==> config.mk <==
export PLATFORM = sky130hd
export DESIGN_NAME = saw_osc_ctrl
export DESIGN_NICKNAME = d
export VERILOG_FILES = /design/src/rtl/saw_osc_ctrl.sv
export SDC_FILE = /design/constraint.sdc
export NUM_CORES = 1
export LEC_CHECK = 0
export BUFFER_PORTS_ARGS = -buffer_cell sky130_fd_sc_hd__buf_2
export CAP_MARGIN = 20
export CORE_ASPECT_RATIO = 0.5
export CORE_MARGIN = 1
export CORE_UTILIZATION = 34
export DETAILED_ROUTE_END_ITERATION = 10
export GPL_TIMING_DRIVEN = 0
export PLACE_DENSITY_LB_ADDON = 0.12
export SYNTH_ARGS = -nofsm -noshare
export SYNTH_HDL_FRONTEND = slang
export SYNTH_SLANG_ARGS = --single-unit
==> constraint.sdc <==
create_clock -name clk -period 2.89 [get_ports clk]
set_clock_uncertainty 0.05 [all_clocks]
set_input_delay 0.1445 -clock clk [delete_from_list [all_inputs] [get_ports clk]]
set_output_delay 0.1445 -clock clk [all_outputs]
set_load 0.05 [all_outputs]
==> src/rtl/saw_osc_ctrl.sv <==
// Sawtooth oscillator controller: looks up a divider period from an external
// registered ROM per note request, then steps an unsigned ramp every `period` sample ticks.
module saw_osc_ctrl #(
  parameter int          SAW_BITS   = 8,
  parameter logic [15:0] PERIOD_RST = 16'd1804
) (
  input  logic                clk,
  input  logic                rst,
  input  logic                note_valid,
  input  logic [6:0]          note,
  output logic                note_ready,
  input  logic                gate,
  input  logic                sample_tick,
  output logic                rom_en,
  output logic [6:0]          rom_addr,
  input  logic [15:0]         rom_data,
  output logic [SAW_BITS-1:0] saw_out,
  output logic [15:0]         period,
  output logic                active,
  output logic                note_err
);

  typedef enum logic [1:0] {IDLE, REQ, CAP, RUN} state_t;

  state_t                state_q, state_d;
  logic [6:0]            rom_addr_q, rom_addr_d;
  logic [15:0]           period_q, period_d;
  logic [15:0]           cnt_q, cnt_d;
  logic [SAW_BITS-1:0]   saw_q, saw_d;
  logic                  note_err_q, note_err_d;
  logic                  accept;

  assign note_ready = (state_q == IDLE) || (state_q == RUN);
  assign accept     = note_valid && note_ready;
  assign rom_en     = (state_q == REQ);
  assign rom_addr   = rom_addr_q;
  assign saw_out    = saw_q;
  assign period     = period_q;
  assign active     = (state_q == RUN);
  assign note_err   = note_err_q;

  always_comb begin
    state_d    = state_q;
    rom_addr_d = rom_addr_q;
    period_d   = period_q;
    cnt_d      = cnt_q;
    saw_d      = saw_q;
    note_err_d = 1'b0;
    unique case (state_q)
      IDLE: begin
        if (accept) begin
          rom_addr_d = note;
          state_d    = REQ;
        end
      end
      REQ: state_d = CAP;
      CAP: begin
        period_d = rom_data;
        if (rom_data == 16'd0) begin
          note_err_d = 1'b1;
          state_d    = IDLE;
        end else if (gate) begin
          cnt_d   = 16'd0;
          state_d = RUN;
        end else begin
          state_d = IDLE;
        end
      end
      RUN: begin
        // A new note outranks gate release; the ramp freezes while retuning.
        if (accept) begin
          rom_addr_d = note;
          state_d    = REQ;
        end else if (!gate) begin
          saw_d   = '0;
          cnt_d   = 16'd0;
          state_d = IDLE;
        end else if (sample_tick) begin
          if (cnt_q == period_q - 16'd1) begin
            cnt_d = 16'd0;
            saw_d = saw_q + SAW_BITS'(1);
          end else begin
            cnt_d = cnt_q + 16'd1;
          end
        end
      end
      default: state_d = IDLE;
    endcase
  end

  always_ff @(posedge clk) begin
    if (rst) begin
      state_q    <= IDLE;
      rom_addr_q <= 7'd0;
      period_q   <= PERIOD_RST;
      cnt_q      <= 16'd0;
      saw_q      <= '0;
      note_err_q <= 1'b0;
    end else begin
      state_q    <= state_d;
      rom_addr_q <= rom_addr_d;
      period_q   <= period_d;
      cnt_q      <= cnt_d;
      saw_q      <= saw_d;
      note_err_q <= note_err_d;
    end
  end

endmodule

Yosys cells after proc, flatten, opt, wreduce, memory -nomap -nowiden
Cells that the tools add are included. Widths: inputs -> output; s select.

Add/sub/neg operators: 3. Eq/ne operators: 12. Reduce and logical (&&, ||, !) cells: 11. Bitwise logic cells: 2. Multiplexer cells: 17.

Operators by type and width (number): $mux 16 (6); $pmux 16 s2 (1); $mux 8 (3); $add 16x1->16 const B (1); $eq 16x16->1 (1); $logic_not 16->1 (1); $sub 16x1->16 const B (1); $mux 2 (5); $add 8x1->8 const B (1); $ne 2x2->1 const B (4); $pmux 2 s4 (1); $reduce_and 5->1 (1); $eq 2x2->1 const B (2); $ne 2x1->1 const B (2); $reduce_and 2->1 (2); $reduce_and 4->1 (1); $reduce_or 2->1 (2); $ne 3x2->1 const B (1); $ne 3x3->1 const B (1); $eq 2x1->1 const B (1); $logic_not 2->1 (1); $not 1->1 (2); $reduce_bool 2->1 (1); $logic_and 1x1->1 (1); other kinds (2) (2).

Logic and storage cells: 51. Register bits: 50.

Logic depth before layout (Yosys ltp)
Word-level depth: 7. Depth in mapped cells: 11. Mapped depth without buffers: 10.

Worst setup path before layout
No wires, ideal clock.

Path kind: reg-to-reg. From: reg period_q[0] (netlist: period[0]). To: reg saw_q[5] (netlist: saw_out[5]). Clock period less this slack: 3.188 ns. Cell stages (with the launch flop): 11. Slack: -0.298 ns. Path buffers: 0. Arrival time: 3.067 ns. Path through: dfxtp_1 inv_1 ha_1 nor4b_1 nand4_1 xnor2_1 o2111ai_1 nor4_4 a21oi_2 or4_1 a21oi_1.

Word-level cells in the longest chain between the ends: 4.

Ends and longest elaborated chain: start, declared (line 27) `logic [15:0] period_q, period_d;`; start signal, assigned (line 102) `period_q <= period_d;`; $sub 16x1->16 (line 79) `if (cnt_q == period_q - 16'd1) begin`; $eq 16x16->1 (line 79); $ne 2x1->1 (no line); $reduce_and 4->1 (no line); end signal, assigned (line 104) `saw_q <= saw_d;`; end, declared (line 29) `logic [SAW_BITS-1:0] saw_q, saw_d;`.

Every way passes these cells. A chain may end at the register's enable or synchronous reset.

Worst setup path in the final report
Ends and elaborated chain as after synthesis.

==> results.txt <==
Status: finished, violations left
Failing checks: setup timing
CTS buffer count: 5
Synthesized Nets: 391
Leftover overflow at the end of global routing: 0
Startpoint of the most critical hold path: rom_data[3]
Largest vdd supply drop: 0.280 mV
Area occupied by registers: 1010 um2
Detail-routed via count per cell: 5.46
Max Fclk: 0.344 GHz
Number of filler instances in the final layout: 810
Synth Register Bits: 50
Cell with the most instances after synthesis: sky130_fd_sc_hd__dfxtp_1
Footprint of the multi-input gates: 1910 um2
Max-slew violations: 0
Total die area: 8910 um2
Number of clock sinks: 50
I/O pins: 63
Worst reg2reg path endpoint: saw_out[5]
Final worst-path cycle share: 101%
Number of optimization iterations in the first detailed-route pass: 5
DIE HEIGHT: 67.3 um
Detailed Route WL: 8500 um
R2R setup slack: -20 ps
Critical setup path kind: flip-flop to flip-flop
Part of the Yosys area used for sequential elements: 34.6%
Number of H-tree levels: 2
Number of unique standard cell types used by synthesis: 52
End point of the worst hold path: period[3]
Primary FF master, synth: sky130_fd_sc_hd__dfxtp_1
Weighted congestion at the end of routability-driven global placement: 0.837
Via count of the first global-routing pass: 2660
Worst hold stages: 2
Worst max-slew margin expressed relative to the limit: 55.8%
Final-layout worst hold slack: 31.5 ps
Cell area after synthesis: 2900 um2
Hold bufs inserted after CTS: 0
Element type at the critical path end: flip-flop
Placeable core area: 8120 um2
Number of hold-slack violations in the final timing report: 0
Buf+Inv Stages, Crit Path: 1
Setup violation total in the final timing report: 1
Standard-cell row count: 23
Number of inserted diodes: 0
Synth area leader: sky130_fd_sc_hd__dfxtp_1
Critical path required time: 3070 ps
Port-buffer cells: 62
Post-route core utilization: 45.8%
Cell-by-cell trace of the critical path: or4_4, or3_4, a2111oi_4, a211oi_2, nor4_4, buf_4, a21oi_4, or4_1, a21oi_1
Average wire length per cell after detail routing: 15.7 um
Die X: 133 um
PD cells: 694 nW/um2
Initial core utilization: 35.7%
Reported max-cap violation count: 0
Unrepaired setup endpoints after global routing: true
Setup slack of the critical path after layout: -17.5 ps
Initial antenna violation count: 0
Post-layout minimum cycle time: 2910 ps
Average cell area after synthesis: 8.16 um2
Largest net degree at the start of global routing: 16
Clock tree root driver cell: sky130_fd_sc_hd__clkbuf_16
Worst R2R Start: period[0]
Layout-stage area growth over the synthesis result: 28.3%
Wire length of the first global-routing pass: 13200 um
Ranking of synthesized cells by area: sky130_fd_sc_hd__dfxtp_1 (35%), sky130_fd_sc_hd__nand2_1 (5.7%), sky130_fd_sc_hd__xnor2_1 (4.5%)
Via count: 2963
Synthesized instance count: 355
Yosys warnings: 0
Startpoint type of the worst setup path: flip-flop
Top Family by Delay on Critical Path: simple AND/OR/NAND/NOR gates
Worst-Margin Slew: 663 ps
Overall Global Routing Usage: 19.0%
Residual antenna-violating net count after detailed routing: 0
Clock transition at the register clock pins on the worst setup and hold paths after CTS: 70 ps
Max clock buf depth: 2
R2r worst-path depth: 9
CP arrival: 3080 ps
Commonest cells in the netlist: sky130_fd_sc_hd__dfxtp_1 (50), sky130_fd_sc_hd__nand2_1 (44), sky130_fd_sc_hd__nor2_1 (25), sky130_fd_sc_hd__a21oi_1 (22)
Number of design rule violations left after detail routing: 0
Slowest Stage Delay on Critical Path: 560 ps
Crit path max-delay cell type: sky130_fd_sc_hd__or4_4
Nets: 466
Latest clock arrival within the worst-skew pair: 290 ps
Crit-path max FO: 5
Final HPWL DP: 6400 um
Ratio of cells with drive above 1 in the final layout: 26.2%
Detailed Route Iter0 Violations: 200
Count of flip-flops with a built-in enable after synthesis: 0
Fraction of registers with async set/reset: 0%
Clock tree from TritonCTS: built
Fraction of post-synthesis cell area in the top cell type by area: 34.6%
Worst min-delay path class: input pin to flip-flop
Leakage: 1.42 nW
metal layers:
| layer | wire, um | vias up | GRT usage [%] | share of wire (%) |
|---|---|---|---|---|
| li1 | - | 1438 | - | - |
| met1 | 4180 | 1418 | 25.8 | 49 |
| met2 | 3680 | 99 | 30.7 | 43 |
| met3 | 591 | 8 | 4.65 | 7.0 |
| met4 | 44 | 0 | 3.74 | 0.52 |
| met5 | 0 | - | 0 | 0 |
cells in the final DEF (no fill, tap or decap), types with 8 or more instances in the layout:
cell type and count:
sky130_fd_sc_hd__xor2_1 8, sky130_fd_sc_hd__o21ai_0 9, sky130_fd_sc_hd__a22o_1 13, sky130_fd_sc_hd__inv_1 12, sky130_fd_sc_hd__clkbuf_1 8, sky130_fd_sc_hd__or3_1 10
sky130_fd_sc_hd__dfxtp_1 45, sky130_fd_sc_hd__nor2b_1 9, sky130_fd_sc_hd__mux2i_1 12, sky130_fd_sc_hd__buf_2 63, sky130_fd_sc_hd__buf_4 8, sky130_fd_sc_hd__a21oi_1 21
sky130_fd_sc_hd__nand2_1 44, sky130_fd_sc_hd__xnor2_1 15, sky130_fd_sc_hd__nor2_1 25, sky130_fd_sc_hd__nand3_1 8, sky130_fd_sc_hd__o31ai_1 9
cells by family (layout without fill, tap and decap cells):
| group | after synthesis | after routing | share of synthesized area [%] |
|---|---|---|---|
| buf+inv | 30 | 106 | 3.97 |
| xor+xnor | 23 | 23 | 6.95 |
| simple gates | 148 | 148 | 27.0 |
| compound gates | 84 | 84 | 19.9 |
| mux | 12 | 12 | 4.15 |
| flops | 50 | 50 | 34.6 |
| fa+ha+maj | 8 | 8 | 3.46 |
registers in the layout, summed over array words and instances, names as in the netlist:
signal / count
saw_out: 8
rom_addr: 7
period: 16
cnt_q: 16
note_err: 1
state_q: 2
power breakdown:
part           switching [mW]  total (mW)  internal, mW
Combinational           0.704        1.06         0.357
Sequential              0.135       0.905         0.770
Clock                   0.272       0.616         0.344
Total                    1.11        2.58          1.47
layout make-up:
cell class,count,share of cell area (%)
multi-input combinational,275,51.3
sequential,50,27.3
timing repair buffer,71,10.3
tap,112,3.77
clock buffer,6,3.74
buffer,15,2.12
inverter,12,1.21
clock inverter,2,0.337
stage by stage:
stage | cell area (um2) | instances | setup TNS (ps) | setup slack (ps) | power, mW
floorplan | 2930 | 355 | 0 | 5.64 | 1.66
global placement | 3380 | 529 | -8530 | -483 | 1.89
detailed placement | 3380 | 529 | -8250 | -478 | 1.91
CTS | 3670 | 544 | -13.0 | -8.37 | 2.58
global route | 3720 | 543 | -449 | -127 | 2.73
finish | 3720 | 543 | -17.5 | -17.5 | 2.58
how the worst max path moves through the flow:
| stage | startpoint | to | slack (ps) | cells past startpoint |
|---|---|---|---|---|
| 3_5_place_dp | period[0] | cnt_q[2] | -480 | 11 |
| 2_1_floorplan | period[1] | saw_out[5] | 6 | 8 |
| 5_1_grt | period[0] | saw_out[4] | -130 | 10 |
| 3_3_place_gp | period[0] | cnt_q[2] | -480 | 11 |
| 6_report | period[0] | saw_out[5] | -20 | 9 |
| 4_1_cts | period[0] | saw_out[6] | -8 | 10 |
timing repair:
item | in CTS | in global routing
cloned | 0 | 0
pin swaps | 5 | 5
resized for setup | 14 | 23
setup endpoints to repair | 24 | 23
buffers inserted | 9 | 0
Note: power is estimated with default switching activity, not from simulation.
